### src/rtl/modulo_pkg.sv
// Shared definitions for the modulo-ADC transmit encoder and the reconstruction chain.
// Holds the FSM state type, default fold window and the code-scaling constants.
package modulo_pkg;

    typedef enum logic [1:0] {
        IDLE,
        FOLD,
        SCALE,
        HOLD
    } fold_state_t;

    localparam int          ADC_BITS           = 12;
    localparam int          FOLD_COUNT_BITS    = 8;
    localparam logic [23:0] DEFAULT_LAMBDA     = 24'h00C000;
    localparam logic [23:0] DEFAULT_CODE_SCALE = 24'h0AAAAB;

endpackage

### src/rtl/modulo_fold_encoder_if.sv
// Sample-in / code-out handshake bundle of the modulo fold encoder.
// The master drives samples and acceptance; the slave returns the folded code.
interface modulo_fold_encoder_if
    import modulo_pkg::*;
#(
    parameter int WIDTH = 24
);
    logic                       in_valid;
    logic                       in_ready;
    logic [WIDTH-1:0]           x_in;
    logic                       out_valid;
    logic                       out_ready;
    logic [ADC_BITS-1:0]        adc_code;
    logic [FOLD_COUNT_BITS-1:0] fold_count;
    logic                       fold_overflow;

    modport master (
        output in_valid, x_in, out_ready,
        input  in_ready, out_valid, adc_code, fold_count, fold_overflow
    );

    modport slave (
        input  in_valid, x_in, out_ready,
        output in_ready, out_valid, adc_code, fold_count, fold_overflow
    );
endinterface

### src/rtl/adc_code_quantizer.sv
// Maps a folded sample in [-LAMBDA, LAMBDA) onto the unsigned ADC code range.
// Purely combinational; the parent registers the result.
module adc_code_quantizer
    import modulo_pkg::*;
#(
    parameter int               WIDTH           = 24,
    parameter int               FRACTIONAL_BITS = 16,
    parameter logic [WIDTH-1:0] LAMBDA          = DEFAULT_LAMBDA,
    parameter logic [WIDTH-1:0] CODE_SCALE      = DEFAULT_CODE_SCALE
) (
    input  logic signed [WIDTH:0] x_i,
    input  logic                  ovf_i,
    output logic [ADC_BITS-1:0]   code_o
);
    localparam int PW = 48;
    localparam logic signed [PW-1:0] LAMBDA_W = {{(PW-WIDTH){1'b0}}, LAMBDA};
    localparam logic signed [PW-1:0] SCALE_W  = {{(PW-WIDTH){1'b0}}, CODE_SCALE};
    localparam logic signed [PW-1:0] CODE_MAX = {{(PW-ADC_BITS){1'b0}}, {ADC_BITS{1'b1}}};

    logic signed [PW-1:0] offset;
    logic signed [PW-1:0] product;
    logic signed [PW-1:0] shifted;

    always_comb begin
        offset  = {{(PW-WIDTH-1){x_i[WIDTH]}}, x_i} + LAMBDA_W;
        product = offset * SCALE_W;
        shifted = product >>> (FRACTIONAL_BITS + 8);
        // An unfinished fold leaves x outside the window; pin to the rail matching its sign.
        if (ovf_i) begin
            code_o = x_i[WIDTH] ? '0 : '1;
        end else if (shifted[PW-1]) begin
            code_o = '0;
        end else if (shifted > CODE_MAX) begin
            code_o = '1;
        end else begin
            code_o = shifted[ADC_BITS-1:0];
        end
    end
endmodule

### src/rtl/modulo_fold_encoder.sv
// Folds Q8.16 samples into [-LAMBDA, LAMBDA) by repeated 2*LAMBDA steps and emits
// the 12-bit ADC code plus the net fold count; state advances on the falling edge.
module modulo_fold_encoder
    import modulo_pkg::*;
#(
    parameter int               WIDTH           = 24,
    parameter int               FRACTIONAL_BITS = 16,
    parameter logic [WIDTH-1:0] LAMBDA          = DEFAULT_LAMBDA,
    parameter logic [WIDTH-1:0] CODE_SCALE      = DEFAULT_CODE_SCALE,
    parameter int               MAX_FOLDS       = 127
) (
    input  logic                 clk,
    input  logic                 reset,
    input  logic                 clk_en,
    modulo_fold_encoder_if.slave bus
);
    // One guard bit so x +/- 2*LAMBDA never wraps.
    localparam logic signed [WIDTH:0] LAM     = {1'b0, LAMBDA};
    localparam logic signed [WIDTH:0] NEG_LAM = -LAM;
    localparam logic signed [WIDTH:0] TWO_LAM = {LAMBDA, 1'b0};
    localparam logic [6:0]            ITER_MAX = 7'(MAX_FOLDS);
    localparam logic signed [7:0]     K_MAX    = 8'sh7F;
    localparam logic signed [7:0]     K_MIN    = 8'sh80;

    fold_state_t           state_q, state_d;
    logic signed [WIDTH:0] x_q, x_d;
    logic signed [7:0]     k_q, k_d;
    logic [6:0]            iter_q, iter_d;
    logic                  ovf_q, ovf_d;
    logic                  out_valid_q, out_valid_d;
    logic [ADC_BITS-1:0]   adc_code_q, adc_code_d;
    logic signed [7:0]     fold_count_q, fold_count_d;
    logic                  fold_overflow_q, fold_overflow_d;
    logic [ADC_BITS-1:0]   quant_code;
    logic                  above, below;

    assign above = (x_q >= LAM);
    assign below = (x_q < NEG_LAM);

    adc_code_quantizer #(
        .WIDTH          (WIDTH),
        .FRACTIONAL_BITS(FRACTIONAL_BITS),
        .LAMBDA         (LAMBDA),
        .CODE_SCALE     (CODE_SCALE)
    ) u_quantizer (
        .x_i   (x_q),
        .ovf_i (ovf_q),
        .code_o(quant_code)
    );

    always_ff @(negedge clk or posedge reset) begin
        if (reset) begin
            state_q         <= IDLE;
            x_q             <= '0;
            k_q             <= '0;
            iter_q          <= '0;
            ovf_q           <= 1'b0;
            out_valid_q     <= 1'b0;
            adc_code_q      <= '0;
            fold_count_q    <= '0;
            fold_overflow_q <= 1'b0;
        end else if (clk_en) begin
            // NOTE: non-blocking assignments keep every register sampling pre-edge values.
            state_q         <= state_d;
            x_q             <= x_d;
            k_q             <= k_d;
            iter_q          <= iter_d;
            ovf_q           <= ovf_d;
            out_valid_q     <= out_valid_d;
            adc_code_q      <= adc_code_d;
            fold_count_q    <= fold_count_d;
            fold_overflow_q <= fold_overflow_d;
        end
    end

    always_comb begin
        // NOTE: each _d defaults to its _q so branches that skip it cannot infer a latch.
        state_d         = state_q;
        x_d             = x_q;
        k_d             = k_q;
        iter_d          = iter_q;
        ovf_d           = ovf_q;
        out_valid_d     = out_valid_q;
        adc_code_d      = adc_code_q;
        fold_count_d    = fold_count_q;
        fold_overflow_d = fold_overflow_q;
        case (state_q)
            IDLE: begin
                if (bus.in_valid) begin
                    x_d     = {bus.x_in[WIDTH-1], bus.x_in};
                    k_d     = '0;
                    iter_d  = '0;
                    ovf_d   = 1'b0;
                    state_d = FOLD;
                end
            end
            FOLD: begin
                if (above || below) begin
                    if (iter_q == ITER_MAX) begin
                        ovf_d   = 1'b1;
                        state_d = SCALE;
                    end else if (above) begin
                        x_d    = x_q - TWO_LAM;
                        k_d    = (k_q == K_MAX) ? k_q : k_q + 8'sd1;
                        iter_d = iter_q + 7'd1;
                    end else begin
                        x_d    = x_q + TWO_LAM;
                        k_d    = (k_q == K_MIN) ? k_q : k_q - 8'sd1;
                        iter_d = iter_q + 7'd1;
                    end
                end else begin
                    state_d = SCALE;
                end
            end
            SCALE: begin
                adc_code_d      = quant_code;
                fold_count_d    = k_q;
                fold_overflow_d = ovf_q;
                out_valid_d     = 1'b1;
                state_d         = HOLD;
            end
            HOLD: begin
                if (bus.out_ready) begin
                    out_valid_d = 1'b0;
                    state_d     = IDLE;
                end
            end
            default: state_d = IDLE;
        endcase
    end

    always_comb begin
        bus.in_ready      = (state_q == IDLE) && !reset;
        bus.out_valid     = out_valid_q;
        bus.adc_code      = adc_code_q;
        bus.fold_count    = fold_count_q;
        bus.fold_overflow = fold_overflow_q;
    end
endmodule
### src/flat_wrapper.sv
// flat-port wrapper written by rule: the top's interface ports become plain ports
module modulo_fold_encoder_flat import modulo_pkg::*;
#(
    parameter int               WIDTH           = 24,
    parameter int               FRACTIONAL_BITS = 16,
    parameter logic [WIDTH-1:0] LAMBDA          = DEFAULT_LAMBDA,
    parameter logic [WIDTH-1:0] CODE_SCALE      = DEFAULT_CODE_SCALE,
    parameter int               MAX_FOLDS       = 127
)
  (clk, reset, clk_en, bus_in_valid, bus_x_in, bus_out_ready, bus_in_ready, bus_out_valid, bus_adc_code, bus_fold_count, bus_fold_overflow);
  modulo_fold_encoder_if #(.WIDTH(WIDTH)) bus_i ();
  input  logic clk;
  input  logic reset;
  input  logic clk_en;
  input wire logic [$bits(bus_i.in_valid)-1:0] bus_in_valid;
  input wire logic [$bits(bus_i.x_in)-1:0] bus_x_in;
  input wire logic [$bits(bus_i.out_ready)-1:0] bus_out_ready;
  output wire logic [$bits(bus_i.in_ready)-1:0] bus_in_ready;
  output wire logic [$bits(bus_i.out_valid)-1:0] bus_out_valid;
  output wire logic [$bits(bus_i.adc_code)-1:0] bus_adc_code;
  output wire logic [$bits(bus_i.fold_count)-1:0] bus_fold_count;
  output wire logic [$bits(bus_i.fold_overflow)-1:0] bus_fold_overflow;
  assign bus_i.in_valid = bus_in_valid;
  assign bus_i.x_in = bus_x_in;
  assign bus_i.out_ready = bus_out_ready;
  assign bus_in_ready = bus_i.in_ready;
  assign bus_out_valid = bus_i.out_valid;
  assign bus_adc_code = bus_i.adc_code;
  assign bus_fold_count = bus_i.fold_count;
  assign bus_fold_overflow = bus_i.fold_overflow;
  modulo_fold_encoder #(.WIDTH(WIDTH), .FRACTIONAL_BITS(FRACTIONAL_BITS), .LAMBDA(LAMBDA), .CODE_SCALE(CODE_SCALE), .MAX_FOLDS(MAX_FOLDS)) u_core (.clk(clk), .reset(reset), .clk_en(clk_en), .bus(bus_i));
endmodule
### config.mk
export PLATFORM = sky130hd
export DESIGN_NAME = modulo_fold_encoder_flat
export DESIGN_NICKNAME = d
export VERILOG_FILES = /design/src/rtl/modulo_pkg.sv /design/src/rtl/modulo_fold_encoder_if.sv /design/src/rtl/adc_code_quantizer.sv /design/src/rtl/modulo_fold_encoder.sv /design/src/flat_wrapper.sv
export SDC_FILE = /design/constraint.sdc
export NUM_CORES = 1
export LEC_CHECK = 0
export BUFFER_PORTS_ARGS = -buffer_cell sky130_fd_sc_hd__buf_4
export CORE_ASPECT_RATIO = 0.8
export CORE_MARGIN = 1.5
export CORE_UTILIZATION = 29
export CTS_CLUSTER_DIAMETER = 50
export CTS_CLUSTER_SIZE = 12
export DETAILED_ROUTE_END_ITERATION = 10
export PLACE_DENSITY = 0.53
export SYNTH_ARGS = -nofsm -noshare
export SYNTH_HDL_FRONTEND = slang
export SYNTH_SLANG_ARGS = --single-unit
export TNS_END_PERCENT = 1
### constraint.sdc
create_clock -name clk -period 10.12 [get_ports clk]
set_input_delay 0.506 -clock clk [delete_from_list [all_inputs] [get_ports clk]]
set_output_delay 0.506 -clock clk [all_outputs]
set_load 0.005 [all_outputs]
==> run_results.csv <==
group,metric,value,unit
outcome,status,"completed",
route,drt_iter0_markers,805,
global_routing,grt_start_max_net_pins,63,
floorplan,io_pins,52,
critical_path,worstPathRequired,15310,ps
clock_network,hold_buffers,0,
timing,hold_violations,0,
clock_network,numCtsBuffers,9,
logic_synthesis,syn-cell-area,14900,um2
route,drc,0,
finish,final_cells,2385,
critical_path,path_class,"reg2reg",
logic_synthesis,netlist_top_cells_area,"fa_1 32%, ha_1 20%, inv_1 12%",
route,drtAntennaViolNets,0,
floorplan,core_area,50100,um2
logic_synthesis,netlist.area_leader.share,31.8,%
logic_synthesis,synth_common_cells,"464 x inv_1, 238 x ha_1, 236 x fa_1",
timing,skew,7.02,ps
clock_network,clockBufferDepth,2,
clock_network,cts_root_buffer,"clkbuf_16",
logic_synthesis,yosys_warnings,0,
critical_path,crit_fanout,12,
global_routing,grt_pass1_wl,67200,um
timing,fmax,108,MHz
logic_synthesis,ys_seq_area_share,10.9,%
global_routing,grt_pass1_vias,11800,
logic_synthesis,ys_seq_elements,65,
floorplan,die-area,52600,um2
flow_run,cap_violations,0,
floorplan,die_y,205,um
hold_path,hold_path.class,"reg2reg",
route,firstDrtPassIters,5,
placement,dpl_cell_area,16100,um2
critical_path,slowest_stage,"nor4_4",
floorplan,rows,73,
logic_synthesis,synth_area_leader_cell,"fa_1",
finish,final_area,16400,um2
logic_synthesis,synth_edf_count,0,
timing,final.setup.tns,0,ps
timing,post-route-period-util,91.5,%
critical_path,cp-end-kind,"flip-flop",
clock_network,ctsResizeCount,0,
finish,synthToLayoutAreaGrowth,10.1,%
clock_network,post-cts-setup-buffers,0,
floorplan,die_w,256,um
clock_network,cts.sinks,65,
clock_network,cts.htree.levels,3,
timing,setup_viol,0,
logic_synthesis,avgSynthCellArea,8.94,um2
critical_path,critPathLaunchType,"flip-flop",
timing,tightest_slew,961,ps
placement,portBuffers,51,
route,wl_per_cell,17.4,um
placement,dp_cells,2371,
route,via_count,11100,
clock_network,clk_pin_slew,40,ps
timing,rsz0062_at_grt,"false",
route,via_per_inst,4.64,
logic_synthesis,synth_most_common_cell,"inv_1",
critical_path,crit_path_max_incr_delay,830,ps
placement,hpwlAfterDp,36500,um
critical_path,regToRegSetupSlack,860,ps
logic_synthesis,synth.distinct_cells,70,
critical_path,arrival,14450,ps
logic_synthesis,synth_ff_type,"dfrtn_1",
clock_network,clk_latency,340,ps
finish,antenna_cells,0,
global_routing,grt_overflow,0,
finish,layout-drive-gt1-share,5.91,%
logic_synthesis,synthCells,1662,
finish,fin_nets,2210,
timing,slew_headroom,35.4,%
placement,place_congestion,0.892,
route,routed_wl,41600,um
floorplan,start_util,29.6,%
logic_synthesis,syn_nets,2165,
critical_path,crit_top_cell,"inv_1",
timing,slew_viol_final,0,
timing,period_minus_slack,9260,ps
global_routing,grt_use_total,16.5,%
clock_network,cts_tree,"built",
global_routing,antenna_found_initial,0,
logic_synthesis,synthArstFlopShare,100,%
-- path summary, 6_finish.rpt --
check | startpoint | to | depth (start not counted)
max | u_core.x_q[14] | u_core.bus.adc_code[11] | 28
min | u_core.bus.fold_count[2] | u_core.bus.fold_count[2] | 2
max reg2reg | u_core.x_q[14] | u_core.bus.adc_code[11] | 28
min reg2reg | u_core.bus.fold_count[2] | u_core.bus.fold_count[2] | 2
max in group asynchronous | reset | u_core.x_q[8] | 3
min in group asynchronous | reset | u_core.bus.out_valid | 2
-- per-layer routing --
| metal | global-route usage [%] | part of all wire, % | vias up |
|---|---|---|---|
| met2 | 24.6 | 42 | 237 |
| met3 | 3.09 | 5.8 | 20 |
| li1 | - | - | 5323 |
| met5 | 0 | 0 | - |
| met1 | 25.4 | 52 | 5487 |
| met4 | 1.44 | 0.63 | 0 |
-- critical path, delay by kind of cell, from the launching register on --
family          cells  cell delay, ps
fa+ha+maj           9            4250
simple gates        6            1970
buf+inv             8            1000
compound gates      4             980
flops               1             440
xor+xnor            1             420
-- through the flow --
stage | util [%] | hold WS [ps] | worst slack, ps
final | 32.6 | 425 | 856
after global routing | 32.6 | 449 | 237
after CTS | 32.6 | 428 | 890
after detailed placement | 32.0 | 427 | 975
after global placement | 32.0 | 425 | 1220
after floorplan | - | 415 | 835
-- flip-flops by register name (all words and copies together) (netlist names) --
signal / cells
u_core.x_q: 25
u_core.bus.adc_code: 12
u_core.bus.fold_count: 8
u_core.k_q: 8
u_core.iter_q: 7
u_core.state_q: 2
u_core.bus.fold_overflow: 1
u_core.bus.out_valid: 1
u_core.ovf_q: 1
-- final cells by class --
class,count,area [um2]
Timing Repair Buffer,64,480
Inverter,465,1750
Clock inverter,3,67.6
Clock buffer,11,233
Tap cell,675,845
Multi-Input combinational cell,1102,11400
Sequential cell,65,1630
Fill cell,5231,33800
-- cell families (layout without fill, tap and decap cells) --
| logic type | count (synthesis) | after routing | share of synthesized area (%) |
|---|---|---|---|
| multiplexers | 7 | 7 | 0.472 |
| AND/OR/NAND/NOR | 296 | 296 | 9.17 |
| AO/OA/AOI/OAI | 267 | 267 | 11.5 |
| buffers and inverters | 495 | 543 | 12.6 |
| flip-flops | 65 | 65 | 10.9 |
| XOR/XNOR | 58 | 58 | 3.42 |
| adder cells (fa/ha/maj) | 474 | 474 | 51.8 |
-- placed cells by master, fill, tap and decap left out, types with 6 or more instances in the layout --
cell type / Yosys / final
or3_1: 6 / 6
dfrtn_1: 65 / 65
a21oi_2: 11 / 11
mux2i_1: 7 / 7
nand4_1: 20 / 20
ha_1: 238 / 238
a21oi_1: 75 / 75
nor3_1: 12 / 12
inv_1: 464 / 463
and3_1: 8 / 8
a21o_1: 16 / 16
o21a_1: 12 / 12
a21boi_0: 6 / 6
nand2_1: 129 / 129
and2_1: 7 / 7
o31ai_1: 7 / 7
xor2_1: 22 / 22
o21ai_0: 77 / 77
clkbuf_16: 0 / 9
fa_1: 236 / 236
o21bai_1: 6 / 6
nand3_1: 14 / 14
xnor2_1: 36 / 36
nor2_1: 71 / 71
a31oi_1: 7 / 7
buf_4: 0 / 64
Power is not shown: default switching activity piles up to over one toggle a cycle in this logic, so the estimate is an artifact.
